===== src/rtl/wb_arbiter_pkg.sv =====
// Shared constants and the writeback-entry type used by the arbiter and its load FIFO.
package wb_arbiter_pkg;
    localparam int DATA_W = 16;
    localparam int ADDR_W = 5;
    localparam int NREG   = 1 << ADDR_W;
    localparam logic [ADDR_W-1:0] REG_ZERO = '0;

    typedef struct packed {
        logic              valid;
        logic              kill;
        logic [ADDR_W-1:0] rd;
        logic [DATA_W-1:0] data;
    } wb_entry_t;
endpackage


===== src/rtl/wb_arbiter_if.sv =====
// Bus between the ALU/load producers, the register-bank write port and decode's busy scoreboard.
interface wb_arbiter_if;
    import wb_arbiter_pkg::*;

    logic              alu_valid;
    logic [ADDR_W-1:0] alu_rd;
    logic [DATA_W-1:0] alu_data;
    logic              mem_valid;
    logic              mem_ready;
    logic [ADDR_W-1:0] mem_rd;
    logic [DATA_W-1:0] mem_data;
    logic [ADDR_W-1:0] RW_dm_1;
    logic [DATA_W-1:0] ans_dm_1;
    logic              wb_we;
    logic [NREG-1:0]   busy;

    modport master (
        output alu_valid, alu_rd, alu_data, mem_valid, mem_rd, mem_data,
        input  mem_ready, RW_dm_1, ans_dm_1, wb_we, busy
    );

    modport slave (
        input  alu_valid, alu_rd, alu_data, mem_valid, mem_rd, mem_data,
        output mem_ready, RW_dm_1, ans_dm_1, wb_we, busy
    );
endinterface


===== src/rtl/wb_arbiter_fifo.sv =====
// Load-result FIFO with per-entry kill-by-rd; killed entries keep their slot until popped.
module wb_fifo
    import wb_arbiter_pkg::*;
#(
    parameter int DEPTH = 2
) (
    input  logic                          clk,
    input  logic                          rst,
    input  logic                          push_i,
    input  logic [ADDR_W-1:0]             push_rd_i,
    input  logic [DATA_W-1:0]             push_data_i,
    input  logic                          pop_i,
    input  logic                          kill_i,
    input  logic [ADDR_W-1:0]             kill_rd_i,
    output wb_entry_t                     head_o,
    output logic                          full_o,
    output logic                          empty_o,
    output logic [DEPTH-1:0]              ent_vld_o,
    output logic [DEPTH-1:0]              ent_kill_o,
    output logic [DEPTH-1:0][ADDR_W-1:0]  ent_rd_o
);
    localparam int PW = (DEPTH > 1) ? $clog2(DEPTH) : 1;

    wb_entry_t [DEPTH-1:0] ent_q;
    logic [PW-1:0]         rd_ptr_q, wr_ptr_q;
    logic [PW:0]           cnt_q;

    always_ff @(posedge clk or posedge rst) begin
        if (rst) begin
            ent_q    <= '0;
            rd_ptr_q <= '0;
            wr_ptr_q <= '0;
            cnt_q    <= '0;
        end else begin
            // Kill is applied first so a same-cycle push (never matching) is unaffected.
            for (int i = 0; i < DEPTH; i++) begin
                if (kill_i && ent_q[i].valid && ent_q[i].rd == kill_rd_i)
                    ent_q[i].kill <= 1'b1;
            end
            if (pop_i) begin
                ent_q[rd_ptr_q].valid <= 1'b0;
                rd_ptr_q              <= rd_ptr_q + PW'(1);
            end
            if (push_i) begin
                ent_q[wr_ptr_q] <= '{valid: 1'b1, kill: 1'b0, rd: push_rd_i, data: push_data_i};
                wr_ptr_q        <= wr_ptr_q + PW'(1);
            end
            case ({push_i, pop_i})
                2'b10:   cnt_q <= cnt_q + (PW+1)'(1);
                2'b01:   cnt_q <= cnt_q - (PW+1)'(1);
                default: cnt_q <= cnt_q;
            endcase
        end
    end

    assign head_o  = ent_q[rd_ptr_q];
    assign full_o  = (cnt_q == (PW+1)'(DEPTH));
    assign empty_o = (cnt_q == '0);

    always_comb begin
        for (int i = 0; i < DEPTH; i++) begin
            ent_vld_o[i]  = ent_q[i].valid;
            ent_kill_o[i] = ent_q[i].kill;
            ent_rd_o[i]   = ent_q[i].rd;
        end
    end
endmodule


===== src/rtl/wb_arbiter.sv =====
// Writeback arbiter: ALU results win the bank port, loads bypass or queue, busy tracks queued loads.
module wb_arbiter
    import wb_arbiter_pkg::*;
#(
    parameter int DEPTH = 2
) (
    input  logic        clk,
    input  logic        rst,
    wb_arbiter_if.slave bus
);
    wb_entry_t                    head;
    logic                         full, empty;
    logic [DEPTH-1:0]             ent_vld, ent_kill;
    logic [DEPTH-1:0][ADDR_W-1:0] ent_rd;

    logic              alu_win, accept, mem_live, push, pop;
    logic [ADDR_W-1:0] rw_d, rw_q;
    logic [DATA_W-1:0] ans_d, ans_q;
    logic              we_d, we_q;
    logic [NREG-1:0]   busy_d;

    wb_fifo #(.DEPTH(DEPTH)) u_fifo (
        .clk         (clk),
        .rst         (rst),
        .push_i      (push),
        .push_rd_i   (bus.mem_rd),
        .push_data_i (bus.mem_data),
        .pop_i       (pop),
        .kill_i      (alu_win),
        .kill_rd_i   (bus.alu_rd),
        .head_o      (head),
        .full_o      (full),
        .empty_o     (empty),
        .ent_vld_o   (ent_vld),
        .ent_kill_o  (ent_kill),
        .ent_rd_o    (ent_rd)
    );

    always_comb begin
        alu_win  = bus.alu_valid && (bus.alu_rd != REG_ZERO);
        accept   = bus.mem_valid && !full;
        // A same-rd load in the ALU's cycle is older and would be overwritten: drop it.
        mem_live = accept && (bus.mem_rd != REG_ZERO) &&
                   !(alu_win && bus.mem_rd == bus.alu_rd);
        push  = 1'b0;
        pop   = 1'b0;
        rw_d  = REG_ZERO;
        ans_d = '0;
        we_d  = 1'b0;
        if (alu_win) begin
            rw_d  = bus.alu_rd;
            ans_d = bus.alu_data;
            we_d  = 1'b1;
            push  = mem_live;
        end else if (!empty) begin
            pop  = 1'b1;
            push = mem_live;
            if (head.valid && !head.kill) begin
                rw_d  = head.rd;
                ans_d = head.data;
                we_d  = 1'b1;
            end
        end else if (mem_live) begin
            rw_d  = bus.mem_rd;
            ans_d = bus.mem_data;
            we_d  = 1'b1;
        end
    end

    always_ff @(posedge clk or posedge rst) begin
        if (rst) begin
            rw_q  <= REG_ZERO;
            ans_q <= '0;
            we_q  <= 1'b0;
        end else begin
            rw_q  <= rw_d;
            ans_q <= ans_d;
            we_q  <= we_d;
        end
    end

    always_comb begin
        busy_d = '0;
        for (int i = 0; i < DEPTH; i++) begin
            if (ent_vld[i] && !ent_kill[i])
                busy_d[ent_rd[i]] = 1'b1;
        end
        busy_d[0] = 1'b0;
    end

    assign bus.mem_ready = !full;
    assign bus.RW_dm_1   = rw_q;
    assign bus.ans_dm_1  = ans_q;
    assign bus.wb_we     = we_q;
    assign bus.busy      = busy_d;
endmodule


===== src/flat_wrapper.sv =====
// flat-port wrapper written by rule: the top's interface ports become plain ports
module wb_arbiter_flat import wb_arbiter_pkg::*;
#(
    parameter int DEPTH = 2
)
  (clk, rst, bus_alu_valid, bus_alu_rd, bus_alu_data, bus_mem_valid, bus_mem_rd, bus_mem_data, bus_mem_ready, bus_RW_dm_1, bus_ans_dm_1, bus_wb_we, bus_busy);
  wb_arbiter_if bus_i ();
  input  logic clk;
  input  logic rst;
  input wire logic [$bits(bus_i.alu_valid)-1:0] bus_alu_valid;
  input wire logic [$bits(bus_i.alu_rd)-1:0] bus_alu_rd;
  input wire logic [$bits(bus_i.alu_data)-1:0] bus_alu_data;
  input wire logic [$bits(bus_i.mem_valid)-1:0] bus_mem_valid;
  input wire logic [$bits(bus_i.mem_rd)-1:0] bus_mem_rd;
  input wire logic [$bits(bus_i.mem_data)-1:0] bus_mem_data;
  output wire logic [$bits(bus_i.mem_ready)-1:0] bus_mem_ready;
  output wire logic [$bits(bus_i.RW_dm_1)-1:0] bus_RW_dm_1;
  output wire logic [$bits(bus_i.ans_dm_1)-1:0] bus_ans_dm_1;
  output wire logic [$bits(bus_i.wb_we)-1:0] bus_wb_we;
  output wire logic [$bits(bus_i.busy)-1:0] bus_busy;
  assign bus_i.alu_valid = bus_alu_valid;
  assign bus_i.alu_rd = bus_alu_rd;
  assign bus_i.alu_data = bus_alu_data;
  assign bus_i.mem_valid = bus_mem_valid;
  assign bus_i.mem_rd = bus_mem_rd;
  assign bus_i.mem_data = bus_mem_data;
  assign bus_mem_ready = bus_i.mem_ready;
  assign bus_RW_dm_1 = bus_i.RW_dm_1;
  assign bus_ans_dm_1 = bus_i.ans_dm_1;
  assign bus_wb_we = bus_i.wb_we;
  assign bus_busy = bus_i.busy;
  wb_arbiter #(.DEPTH(DEPTH)) u_core (.clk(clk), .rst(rst), .bus(bus_i));
endmodule

===== config.mk =====
export PLATFORM = sky130hd
export DESIGN_NAME = wb_arbiter_flat
export DESIGN_NICKNAME = d
export VERILOG_FILES = /design/src/rtl/wb_arbiter_pkg.sv /design/src/rtl/wb_arbiter_if.sv /design/src/rtl/wb_arbiter_fifo.sv /design/src/rtl/wb_arbiter.sv /design/src/flat_wrapper.sv
export SDC_FILE = /design/constraint.sdc
export NUM_CORES = 1
export LEC_CHECK = 0
export ABC_AREA = 1
export ABC_CLOCK_PERIOD_IN_PS = 4480
export CORE_AREA = 2 2 108 110
export CTS_CLUSTER_SIZE = 28
export DETAILED_ROUTE_END_ITERATION = 8
export DIE_AREA = 0 0 110 112
export DONT_BUFFER_PORTS = 1
export PLACE_DENSITY_LB_ADDON = 0.12
export SLEW_MARGIN = 0
export SYNTH_ARGS = -nofsm -noshare
export SYNTH_HDL_FRONTEND = slang
export SYNTH_SLANG_ARGS = --single-unit
export TNS_END_PERCENT = 50

===== constraint.sdc =====
create_clock -name clk -period 4.48 [get_ports clk]
set_input_delay 0.672 -clock clk [delete_from_list [all_inputs] [get_ports clk]]
set_output_delay 0.672 -clock clk [all_outputs]
set_load 0.1 [all_outputs]

==> impl_metrics.ini, run 1 <==
[die]
core_area_um2 = 11200
ios = 101
die-area_um2 = 12300
num_rows = 39
die-width_um = 110
initial_core_util = 0.389
die_y_um = 112

[placed_design]
dp_slack_ps = 980
port_buffers = 0
hpwlAfterDp_um = 9030
place_congestion = 0.905

[synthesis]
synth_top_area_frac = 0.415
synth-simple-area-share = 0.380
synth-warning-count = 0
synth_mux_area_frac = 0
syn_area_um2 = 4350
syn_area_per_cell_um2 = 7.09
synth_adder_area_share = 0.00288
syn_inst = 613
synth_xor_xnor_area_share = 0.0222
synth_top_family_by_area = simple AND/OR/NAND/NOR gates
synth_cell_type_count = 27
synth_area_leader_cell = dfrtp_1
ys_ff_latch = 72
seq_area_frac_synth = 0.415
syn_nets = 660
yosys-top-cells-area = dfrtp_1, nand2_1, nand3b_1, nor2_1, a21oi_1
synth-compound-area-share = 0.0990

[clock_tree]
clock_latency_ps = 330
ctsResizeCount = 0
cts_buffers = 9
cts.repair_timing.setup_buffer_count = 0
cts_buffer_depth = 2
postCtsHoldBufs = 0
clk_transition_reported_paths_ps = 60
cts-root-buf = clkbuf_16
htree_levels = 3
cts_tree = done
cts.sinks = 72

[cells_and_area]
drive_gt1_frac = 0.102
finish.utilization = 0.429
antenna_cells = 0
nets = 640
regArea_um2 = 1800
n_fill_cell = 1115
multiInputGateArea_um2 = 2350
area_delta_synth_final_pct = 10.2

[routing]
drt_iter0_markers = 297
drc = 0
wl_um = 13700
via_per_inst = 5.55
avgRoutedWirePerCell_um = 18.5
drtPass1Iterations = 5
vias = 4106
ant_nets = 0

[setup_path]
arrival_ps = 2610
timing.critical_path.fanout_max = 6
start_kind = register
end_kind = output pin
cp.required_ps = 3810
critPathKind = reg2out

[global_routing]
antenna_found_initial = 0
grt_pass1_vias = 4071
grt_max_degree = 44
grt_pass1_wl_um = 21800
grt_overflow = 0
grtUsageTotal = 0.229

[worst_hold_path]
hold_class = in2async

[power]
vdd_ir_drop_max_v = 0.000359
cellPowerDensity_nw_per_um2 = 859
p_total_mw = 4.11
leakagePower_nw = 2.20

[timing]
fmax_ghz = 0.305
holdWs_ps = 406
skew_ps = 4.68
fin_crit_sh = 0.732
rsz0062_at_grt = false
hold_violations = 0
worstMarginPinSlew_ps = 1150
worst_slack_ps = 1200
finalCriticalPeriod_ps = 3280
relSlewSlack = 0.230
setup_viol_count_final = 0
totalNegativeSetupSlack_ps = 0
drv_slew = 0

[run_status]
status = finished clean

[flow_run]
maxCapViolCount = 0
-- sequential cells by signal, indices dropped and copies added, names as in the netlist --
register,cells
u_core.bus.RW_dm_1,5
u_core.u_fifo.ent_rd_o,10
u_core.u_fifo.wr_ptr_q,1
u_core.u_fifo.ent_kill_o,2
u_core.u_fifo.rd_ptr_q,1
u_core.u_fifo.ent_q,32
u_core.bus.ans_dm_1,16
u_core.bus.wb_we,1
u_core.u_fifo.ent_vld_o,2
u_core.u_fifo.cnt_q,2
-- through the flow --
stage | instances | area [um^2]
2_1_floorplan | 613 | 4350
3_3_place_gp | 725 | 4540
3_5_place_dp | 725 | 4540
4_1_cts | 740 | 4790
5_1_grt | 740 | 4790
6_report | 740 | 4790
-- cell usage in the layout, fill, tap and decap left out --
cell         n
a21oi_1     39
xor2_1       8
nor2_2       1
nand4_1     26
nand3_4      1
or2_2        1
clkbuf_1     1
o21ai_2     20
and2_1       1
xnor2_1      3
o21ai_0      9
conb_1       1
buf_4        8
inv_1       34
a21boi_0     2
inv_2        3
o22ai_2     12
ha_1         1
dfrtp_1     72
clkinv_2     5
nor3_1      13
clkbuf_16    9
nand3b_1    38
clkinv_1     2
nand2_1    210
nand3_1     21
nor2_1      55
nand2_2      1
-- synthesized netlist by cell type --
master,n
nor3_1,13
inv_1,35
xor2_1,8
nand3_1,21
buf_1,3
a21oi_1,39
o22ai_1,12
nor2_1,56
nand3b_1,38
ha_1,1
nand3_4,1
conb_1,1
dfrtp_1,72
buf_2,11
nand4_1,26
clkinv_1,2
or2_2,1
clkbuf_1,19
buf_4,1
o21ai_0,29
buf_6,5
a21boi_0,2
nand2_2,1
nand2_1,210
inv_2,2
xnor2_1,3
and2_1,1
-- layer usage --
layer  wire length [um]  global-route usage  vias to the layer above
met1               5780               0.304                     1940
met5                  0                   0                        -
met2               6480               0.370                      185
met3               1150              0.0480                       22
met4                293              0.0793                        0
li1                   -                   -                     1959
-- critical path, cell delays in order (launching register included) --
cell and delay [ps]:
dfrtp_1 460, inv_1 80, nor3_1 580, inv_1 260, o22ai_2 890
-- where the power goes --
group | switching (mW) | internal [mW]
clock | 0.269 | 0.367
sequential | 0.737 | 0.918
combinational | 1.37 | 0.453
-- area by class of cell --
| class | instances | share of cell area |
|---|---|---|
| repair buffers | 8 | 0.0125 |
| multi-input cells | 463 | 0.490 |
| clock inverters | 5 | 0.00522 |
| flip-flops and latches | 72 | 0.376 |
| well taps | 143 | 0.0374 |
| inverters | 39 | 0.0306 |
| clock buffers | 10 | 0.0478 |
-- logic make-up (layout without fill, tap and decap cells) --
| logic type | after synthesis | count (layout) |
|---|---|---|
| adder cells (fa/ha/maj) | 1 | 1 |
| XOR/XNOR | 11 | 11 |
| buffers and inverters | 78 | 62 |
| AND/OR/NAND/NOR | 368 | 368 |
| other | 1 | 1 |
| flip-flops | 72 | 72 |
| AO/OA/AOI/OAI | 82 | 82 |
-- worst paths after layout --
check / end / slack, ps / depth (start not counted) / from
min in group clk: u_core.u_fifo.ent_q[15] / 480 / 2 / u_core.u_fifo.ent_q[15]
min: u_core.bus.ans_dm_1[0] / 410 / 1 / rst
max in group asynchronous: u_core.u_fifo.ent_q[6] / 3110 / 2 / rst
min reg2reg: u_core.u_fifo.ent_q[15] / 480 / 2 / u_core.u_fifo.ent_q[15]
max: bus_busy[1] / 1200 / 4 / u_core.u_fifo.ent_rd_o[0]
max reg2reg: u_core.u_fifo.ent_rd_o[9] / 1340 / 8 / u_core.u_fifo.cnt_q[0]
No activity file was read; power rests on OpenSTA's default activity.
==> run 2, diff against run 1 <==
--- a/config.mk
+++ b/config.mk
@@ -6,7 +6,7 @@
 export NUM_CORES = 1
 export LEC_CHECK = 0
 export ABC_AREA = 1
-export ABC_CLOCK_PERIOD_IN_PS = 4480
+export ABC_CLOCK_PERIOD_IN_PS = 3400
 export CORE_AREA = 2 2 108 110
 export CTS_CLUSTER_SIZE = 28
 export DETAILED_ROUTE_END_ITERATION = 8
==> constraint.sdc (replaced) <==
create_clock -name clk -period 3.4 [get_ports clk]
set_input_delay 0.51 -clock clk [delete_from_list [all_inputs] [get_ports clk]]
set_output_delay 0.51 -clock clk [all_outputs]
set_load 0.1 [all_outputs]
==> impl_metrics.ini, run 2 (same netlist as run 1, synthesis figures left out) <==
[cells_and_area]
regMostFlops = u_core.u_fifo.ent_q
area_delta_synth_final_pct = 18.3
regArea_um2 = 1800
fin_cells = 782
final_common_cell = nand2_1
n_fill_cell = 1147
layout_common_cells = nand2_1, dfrtp_1, nor2_1
antenna_cells = 0
multiInputGateArea_um2 = 2350
largest_reg_flops = 32
nets = 681
drive_gt1_frac = 0.163

[routing]
drc = 0
ant_nets = 0
vias = 4298
wl_met2_um = 6890
drt_iter0_markers = 302
dr_wl_met3_um = 927
avgRoutedWirePerCell_um = 18.5
wl_met1_um = 6320
wl_um = 14500
via_per_inst = 5.50
top_layer_used = met4
drtPass1Iterations = 5

[timing]
worst_slack_ps = 598
skew_ps = 7.43
totalNegativeSetupSlack_ps = 0
fmax_ghz = 0.357
relSlewSlack = 0.396
worstMarginPinSlew_ps = 906
drv_slew = 0
hold_violations = 0
fin_crit_sh = 0.824
rsz0062_at_grt = false
setup_viol_count_final = 0
finalCriticalPeriod_ps = 2800
holdWs_ps = 37.3

[die]
ios = 101
die-width_um = 110
die-area_um2 = 12300
core_area_um2 = 11200
die_y_um = 112
num_rows = 39
initial_core_util = 0.389

[clock_tree]
cts.repair_timing.setup_buffer_count = 0
ctsResizeCount = 0
cts.sinks = 72
clock_latency_ps = 340
cts_buffer_depth = 2
cts_tree = done
postCtsHoldBufs = 0
cts_buffers = 9
htree_levels = 3
cts-root-buf = clkbuf_16
clk_transition_reported_paths_ps = 60

[global_routing]
grt_overflow = 0
antenna_found_initial = 0
grtUsageTotal = 0.243
grt_max_degree = 45
grt_pass1_vias = 4355
grt_pass1_wl_um = 22900

[flow_run]
maxCapViolCount = 0

[setup_path]
timing.rr.start = u_core.u_fifo.cnt_q[0]
start_kind = register
critPathKind = reg2out
timing.critical_path.fanout_max = 6
r2r_setup_slack_ps = 1050
arrival_ps = 2290
cp.required_ps = 2890
rr_worst_depth = 11
end_kind = output pin
reg2reg_to = u_core.u_fifo.cnt_q[1]

[power]
leakagePower_nw = 2.43
vdd_ir_drop_max_v = 0.000454
cellPowerDensity_nw_per_um2 = 1100

[placed_design]
dp_slack_ps = 724
hpwlAfterDp_um = 9720
port_buffers = 0
placed_cells = 766
place_congestion = 0.904

[worst_hold_path]
hold_class = in2async

[run_status]
status = finished clean
[run 2: cell count changes in the layout (fill, tap and decap cells not counted)]
cell,change
buf_4,+41
clkinv_2,-2
bufinv_16,+1
clkbuf_1,-1
clkinv_4,+1
clkinvlp_4,+1
inv_6,+1
[run 2: how the worst max path moves through the flow]
stage                               from                     end  depth (start not counted)
6_report       u_core.u_fifo.ent_rd_o[0]             bus_busy[3]                          5
5_1_grt        u_core.u_fifo.ent_rd_o[0]            bus_busy[11]                          5
4_1_cts        u_core.u_fifo.ent_rd_o[0]            bus_busy[11]                          5
3_5_place_dp               bus_alu_rd[1]  u_core.u_fifo.cnt_q[1]                         12
3_3_place_gp               bus_alu_rd[1]  u_core.u_fifo.cnt_q[1]                         12
2_1_floorplan  u_core.u_fifo.ent_rd_o[9]             bus_busy[8]                          4
[run 2: final cells by class]
class                   instances  share of cell area
well taps                     143              0.0348
inverters                      39              0.0285
multi-input cells             463               0.457
repair buffers                 49              0.0716
clock inverters                 7              0.0136
clock buffers                   9              0.0438
flip-flops and latches         72               0.351
[run 2: report_power, final]
| group | switching, mW | leakage (nW) | internal [mW] |
|---|---|---|---|
| combinational | 1.84 | 1.40 | 0.699 |
| clock | 0.386 | 0.146 | 0.568 |
| sequential | 0.960 | 0.885 | 1.21 |
| total | 3.19 | 2.43 | 2.48 |
[run 2: metrics by stage]
step / util / power [mW] / instance area [um^2]
global placement: 0.433 / 4.66 / 4840
CTS: 0.460 / 5.68 / 5140
floorplan: - / 3.95 / 4350
global route: 0.460 / 6.02 / 5140
detailed placement: 0.433 / 4.71 / 4840
finish: 0.460 / 5.66 / 5140
[run 2: metal layers]
| metal | global-route usage | vias to the layer above |
|---|---|---|
| met5 | 0 | - |
| met4 | 0.0903 | 0 |
| met3 | 0.0498 | 32 |
| met2 | 0.397 | 160 |
| met1 | 0.313 | 2068 |
| li1 | - | 2038 |
[run 2: critical path, stage by stage, from the launching register on]
cell     delay (ps)
dfrtp_1         480
inv_1            90
nor3_1          620
inv_1           270
o22ai_2         170
buf_4           320
